`config.mk`:
```
export PLATFORM = sky130hd
export DESIGN_NAME = sample_sdiv_seq
export DESIGN_NICKNAME = d
export VERILOG_FILES = /design/src/rtl/sample_sdiv_pkg.sv /design/src/rtl/sample_sdiv_seq_step.sv /design/src/rtl/sample_sdiv_seq.sv
export SDC_FILE = /design/constraint.sdc
export NUM_CORES = 1
export LEC_CHECK = 0
export CAP_MARGIN = 10
export CORE_MARGIN = 1.5
export CORE_UTILIZATION = 60
export CTS_CLUSTER_DIAMETER = 30
export DETAILED_ROUTE_END_ITERATION = 7
export MAX_ROUTING_LAYER = met4
export PLACE_DENSITY = 0.84
export SLEW_MARGIN = 15
export SYNTH_ARGS = -nofsm -noshare
export SYNTH_HDL_FRONTEND = slang
export SYNTH_SLANG_ARGS = --single-unit
```
`constraint.sdc`:
```
create_clock -name ap_clk -period 5.68 [get_ports ap_clk]
set_clock_uncertainty 0.1 [all_clocks]
set_input_delay 0.568 -clock ap_clk [delete_from_list [all_inputs] [get_ports ap_clk]]
set_output_delay 0.568 -clock ap_clk [all_outputs]
set_load 0.05 [all_outputs]
```
`src/rtl/sample_sdiv_pkg.sv`:
```
// sample_sdiv_pkg: shared FSM states, flag bit positions and counter-width helper
// for the sequential signed divider.
package sample_sdiv_pkg;
    typedef enum logic [1:0] {
        IDLE = 2'd0,
        CALC = 2'd1,
        FIX  = 2'd2,
        DONE = 2'd3
    } state_t;

    localparam int FLAG_DBZ = 0;
    localparam int FLAG_OVF = 1;
    localparam int NFLAGS   = 2;

    function automatic int clog2(input int n);
        int r;
        r = 1;
        while ((1 << r) < n) r++;
        return r;
    endfunction
endpackage

```
`src/rtl/sample_sdiv_seq_step.sv`:
```
// sample_sdiv_seq_step: one restoring-division step on magnitudes, purely combinational.
module sample_sdiv_seq_step #(
    parameter int WIDTH = 13
) (
    input  logic [WIDTH-1:0] rem,
    input  logic             din,
    input  logic [WIDTH-1:0] div,
    output logic [WIDTH-1:0] rem_nxt,
    output logic             qbit
);
    logic [WIDTH:0] shifted, trial;

    // rem < div (or rem <= |dividend| when div is 0), so the shifted value never overflows WIDTH+1 bits
    assign shifted = {rem, din};
    assign trial   = shifted - {1'b0, div};
    assign qbit    = ~trial[WIDTH];
    assign rem_nxt = qbit ? trial[WIDTH-1:0] : shifted[WIDTH-1:0];
endmodule

```
`src/rtl/sample_sdiv_seq.sv`:
```
// sample_sdiv_seq: sequential truncating signed divider with ap_* block handshake.
// Define SAMPLE_SDIV_SEQ_REM_EN to add the signed remainder output dout_r.
module sample_sdiv_seq
    import sample_sdiv_pkg::*;
#(
    parameter int WIDTH = 13
) (
    input  logic             ap_clk,
    input  logic             ap_rst_n,
    input  logic             ap_start,
    input  logic [WIDTH-1:0] din0,
    input  logic [WIDTH-1:0] din1,
    output logic             ap_idle,
    output logic             ap_ready,
    output logic             ap_done,
    output logic [WIDTH-1:0] dout_q,
`ifdef SAMPLE_SDIV_SEQ_REM_EN
    output logic [WIDTH-1:0] dout_r,
`endif
    output logic             dbz,
    output logic             ovf
);
    localparam int CW = clog2(WIDTH);
    localparam logic [WIDTH-1:0] QMIN = {1'b1, {(WIDTH-1){1'b0}}};

    state_t            state, nxt;
    logic [CW-1:0]     cnt;
    logic [WIDTH-1:0]  qs, dv, rem, rem_nxt, mag0, mag1;
    logic              s0, s1, z, qbit;
    logic [NFLAGS-1:0] flags;

    assign mag0     = din0[WIDTH-1] ? -din0 : din0;
    assign mag1     = din1[WIDTH-1] ? -din1 : din1;
    assign ap_idle  = state == IDLE;
    assign ap_ready = ap_idle & ap_start & ap_rst_n;
    assign ap_done  = state == DONE;
    assign dbz      = flags[FLAG_DBZ];
    assign ovf      = flags[FLAG_OVF];

    sample_sdiv_seq_step #(.WIDTH(WIDTH)) u_step (
        .rem    (rem),
        .din    (qs[WIDTH-1]),
        .div    (dv),
        .rem_nxt(rem_nxt),
        .qbit   (qbit)
    );

    always_ff @(posedge ap_clk or negedge ap_rst_n) begin
        if (!ap_rst_n) state <= IDLE;
        else            state <= nxt;
    end

    always_comb begin
        nxt = state;
        case (state)
            IDLE: nxt = ap_start ? CALC : IDLE;
            CALC: nxt = (cnt == '0) ? FIX : CALC;
            FIX:  nxt = DONE;
            DONE: nxt = IDLE;
        endcase
    end

    // qs starts as |dividend| and shifts quotient bits in from the LSB as dividend bits leave the MSB
    always_ff @(posedge ap_clk or negedge ap_rst_n) begin
        if (!ap_rst_n) begin
            cnt    <= '0;
            qs     <= '0;
            dv     <= '0;
            rem    <= '0;
            s0     <= 1'b0;
            s1     <= 1'b0;
            z      <= 1'b0;
            dout_q <= '0;
            flags  <= '0;
`ifdef SAMPLE_SDIV_SEQ_REM_EN
            dout_r <= '0;
`endif
        end else begin
            case (state)
                IDLE: if (ap_start) begin
                    qs  <= mag0;
                    dv  <= mag1;
                    rem <= '0;
                    s0  <= din0[WIDTH-1];
                    s1  <= din1[WIDTH-1];
                    z   <= din1 == '0;
                    cnt <= CW'(WIDTH - 1);
                end
                CALC: begin
                    qs  <= {qs[WIDTH-2:0], qbit};
                    rem <= rem_nxt;
                    cnt <= cnt - CW'(1);
                end
                FIX: begin
                    // MIN / -1 yields magnitude 2^(WIDTH-1), which already wraps to MIN
                    dout_q          <= z ? (s0 ? QMIN : ~QMIN) : ((s0 ^ s1) ? -qs : qs);
                    flags[FLAG_DBZ] <= z;
                    flags[FLAG_OVF] <= s0 & s1 & (dv == WIDTH'(1)) & qs[WIDTH-1];
`ifdef SAMPLE_SDIV_SEQ_REM_EN
                    // with a zero divisor the remainder register ends up holding |dividend|
                    dout_r          <= s0 ? -rem : rem;
`endif
                end
                default: ;
            endcase
        end
    end
endmodule

```
==> metrics.log <==
[metrics] vias per cell: around 6.4
[metrics] placed insts: 658
[metrics] input/output buffers: 46
[metrics] most common library cells after synthesis: 66 x sky130_fd_sc_hd__o21ai_0, 63 x sky130_fd_sc_hd__dfrtp_1, 63 x sky130_fd_sc_hd__nand2_1, 27 x sky130_fd_sc_hd__nand3_1, 26 x sky130_fd_sc_hd__inv_1
[metrics] Setup WS post-layout: 2.55 ns
[metrics] Clock H-tree levels: 3
[metrics] number of buffers created by CTS: 9
[metrics] worst hold-check path type: input pin to async pin
[metrics] netlist area before placement: 4630 um2
[metrics] mean cell area of the mapped netlist: 8.56 um2
[metrics] latest clock arrival within the worst-skew pair: between 0.3 and 0.4 ns
[metrics] Worst-path clk slew: 0.08 ns
[metrics] Synth Warn #: 0
[metrics] maximum clock frequency: 320 MHz
[metrics] Buffers & Inverters on Critical Path: 1
[metrics] worst reg2reg path depth: 8
[metrics] unrepaired setup endpoints after global routing: no
[metrics] Clock Sink Count: 63
[metrics] initial standard-cell utilization of the core: 0.629
[metrics] max-cap viol count: 0
[metrics] number of global-route vias before repair: 4,066
[metrics] Post-DP Area: roughly 5000 um2
[metrics] largest driver fanout on the critical path: 25
[metrics] CTS root buf: sky130_fd_sc_hd__clkbuf_8
[metrics] headroom to the max-slew limit: 0.283
[metrics] core area: 7370 um2
[metrics] number of pins exceeding their max-slew limit in the final report: 0
[metrics] final clock period utilization by the worst path: 0.551
[metrics] top cell family by delay on the critical path: compound AO/OA/AOI/OAI gates
[metrics] final standard cell count with taps included and fillers excluded: around 670
[metrics] setup repair bufs after CTS: 0
[metrics] GRT Util Overall: 0.292
[metrics] biggest area contributors in the synthesized netlist: sky130_fd_sc_hd__dfrtp_1 34%, sky130_fd_sc_hd__o21ai_0 7.1%, sky130_fd_sc_hd__nand2_1 5.1%
[metrics] first-pass iteration count of the detailed router: 5
[metrics] area growth from synthesis to layout: 15.4%
[metrics] final routed wirelength across all metal layers: 11,200 um
[metrics] CP max stage delay: 0.80 ns
[metrics] Synthesized Nets: about 600
[metrics] DRC violations left: 0
[metrics] Final Hold Fails: 0
[metrics] via count of the routed design: between 4,000 and 5,000
[metrics] required time of the critical path: 5.86 ns
[metrics] fraction of layout instances using a drive strength above 1: 0.0800
[metrics] leading area contributor after synthesis: sky130_fd_sc_hd__dfrtp_1
[metrics] total negative setup slack: 0 ns
[metrics] most frequently used cell type in the post-synthesis netlist: sky130_fd_sc_hd__o21ai_0
[metrics] Die ar.: 8260 um2
[metrics] count of hold buffers inserted by post-cts repair: 0
[metrics] wire length per cell: 16.6 um
[metrics] count of state elements after synthesis: 63
[metrics] routability-driven placement congestion ratio: 0.908
[metrics] Worst setup SP type: flop
[metrics] CTS tree: built
[metrics] height of the die: 90.9 um
[metrics] setup-violating endpoint count in the final report: 0
[metrics] number of antenna violations at the first check in global routing: 0
[metrics] primary flip-flop cell chosen by synthesis mapping: sky130_fd_sc_hd__dfrtp_1
[metrics] design area: 5340 um2
[metrics] first-iteration detailed-routing DRC count: ~280
[metrics] die width: 90.9 um
[metrics] number of placed I/O pins: 47
[metrics] worst setup path class: flop to flop
[metrics] FFs w/ async S/R, synth: 1.00
[metrics] fin nets: between 600 and 700
[metrics] slew at the pin closest to its max-slew limit: roughly 1.1 ns
[metrics] share of Yosys cell area claimed by the top area cell type: 0.340
[metrics] signal arrival time at the worst endpoint: between 3 and 4 ns
[metrics] post-synthesis instance total: roughly 540
[metrics] Critical Path End Type: flop
[metrics] count of instances resized after the clock tree is built: 0
[metrics] pin count of the biggest net entering global routing: 65
[metrics] Min Clock Period, post-route: between 3 and 4 ns
[metrics] count of antenna-violating nets left after detailed routing: 0
[metrics] Post-synth EDFFs: 0
[metrics] cell chain of the critical path: inv_1, ha_1, nor2b_1, o311a_1, nor2_2, a21o_1, mux2_2, nand4_1
[metrics] Clock Tree Buf Depth: 2
[metrics] Crit path depth: 8
[metrics] run status: finished, final reports clean
[metrics] half-perimeter wire length after detailed placement: ~7900 um
[metrics] sequential area share after synthesis: 0.340
[metrics] Congestion Overflow GR: 0
[metrics] first-pass GRT wire length: between 15,000 and 20,000 um
[metrics] cell with the largest stage delay on the worst path: sky130_fd_sc_hd__a21o_1
[metrics] Post-Place Worst Slack: ~2.6 ns
[metrics] number of standard-cell rows in the floorplan: 31
[metrics] library cells used by synthesis: 67
[metrics] count of antenna diodes in the layout: 0
[metrics] register-to-register setup slack: 2.55 ns
per-stage QoR:
stage,hold slack [ns],utilization
finish,0.272,0.725
global route,0.356,0.725
CTS,0.300,0.724
detailed placement,0.369,0.690
global placement,0.361,0.690
floorplan,0.172,-
worst paths after layout:
check / startpoint / to
min in group ap_clk: dout_q[2] / dout_q[2]
min reg2reg: dout_q[2] / dout_q[2]
max: dv[1] / rem[3]
max in group asynchronous: ap_rst_n / dv[7]
min: ap_rst_n / dout_q[5]
max reg2reg: dv[1] / rem[3]
logic make-up after synthesis:
| family | after synthesis | share of synthesized area |
|---|---|---|
| AOI/OAI and AO/OA | 158 | 0.239 |
| xor gates and xnor gates | 36 | 0.0681 |
| buffers and inverters | 57 | 0.0532 |
| muxes | 9 | 0.0205 |
| and+or+nand+nor | 199 | 0.226 |
| adders and majority gates | 19 | 0.0529 |
| DFF | 63 | 0.340 |
sequential cells by signal, summed over array words and instances, names as in the netlist, named ones only:
signal and count:
state 1, z 1, s0 1, s1 1, dout_q 13, cnt 4, rem 13, dv 13
qs 13, flags 2
cells in the final DEF (no fill, tap or decap), types with 4 or more instances in the layout:
cell                              count
sky130_fd_sc_hd__nand2b_1            11
sky130_fd_sc_hd__a21oi_1              8
sky130_fd_sc_hd__a221oi_2             6
sky130_fd_sc_hd__a211oi_1            12
sky130_fd_sc_hd__clkbuf_8             9
sky130_fd_sc_hd__dfrtp_1             63
sky130_fd_sc_hd__nand4_1             13
sky130_fd_sc_hd__ha_1                18
sky130_fd_sc_hd__nor3_1               9
sky130_fd_sc_hd__o31ai_1             13
sky130_fd_sc_hd__o21ai_0             66
sky130_fd_sc_hd__nor3b_1              7
sky130_fd_sc_hd__nand2_1             63
sky130_fd_sc_hd__xnor2_1             16
sky130_fd_sc_hd__mux2_2               4
sky130_fd_sc_hd__nor2_1              18
sky130_fd_sc_hd__or3_1                6
sky130_fd_sc_hd__a22oi_1             11
sky130_fd_sc_hd__xor2_1              20
sky130_fd_sc_hd__nand3b_1             5
sky130_fd_sc_hd__nand3_1             27
sky130_fd_sc_hd__inv_1               26
sky130_fd_sc_hd__mux2i_1              5
sky130_fd_sc_hd__o211ai_1             5
sky130_fd_sc_hd__and2_1               5
sky130_fd_sc_hd__clkdlybuf4s50_1     45
sky130_fd_sc_hd__and4_1               4
sky130_fd_sc_hd__nor2b_1              6
sky130_fd_sc_hd__or4_1                7
layer usage:
metal,up-vias,global-route usage,wire [um]
met2,179,0.461,5380
met4,0,0.108,241
li1,2046,-,-
met1,2037,0.375,4850
met5,-,-,0
met3,27,0.0522,743
area by class of cell:
cell class | count | area, um2
clock buffer | 9 | 124
clock inverter | 7 | 128
fill | 594 | 2030
inverter | 26 | 97.6
multi-input combinational | 421 | 2820
sequential | 63 | 1580
tap | 99 | 124
timing repair buffer | 49 | 478
Power is left out: the tool's default activity adds up to more than one toggle a clock period on the data nets, which glitch-free logic cannot reach.
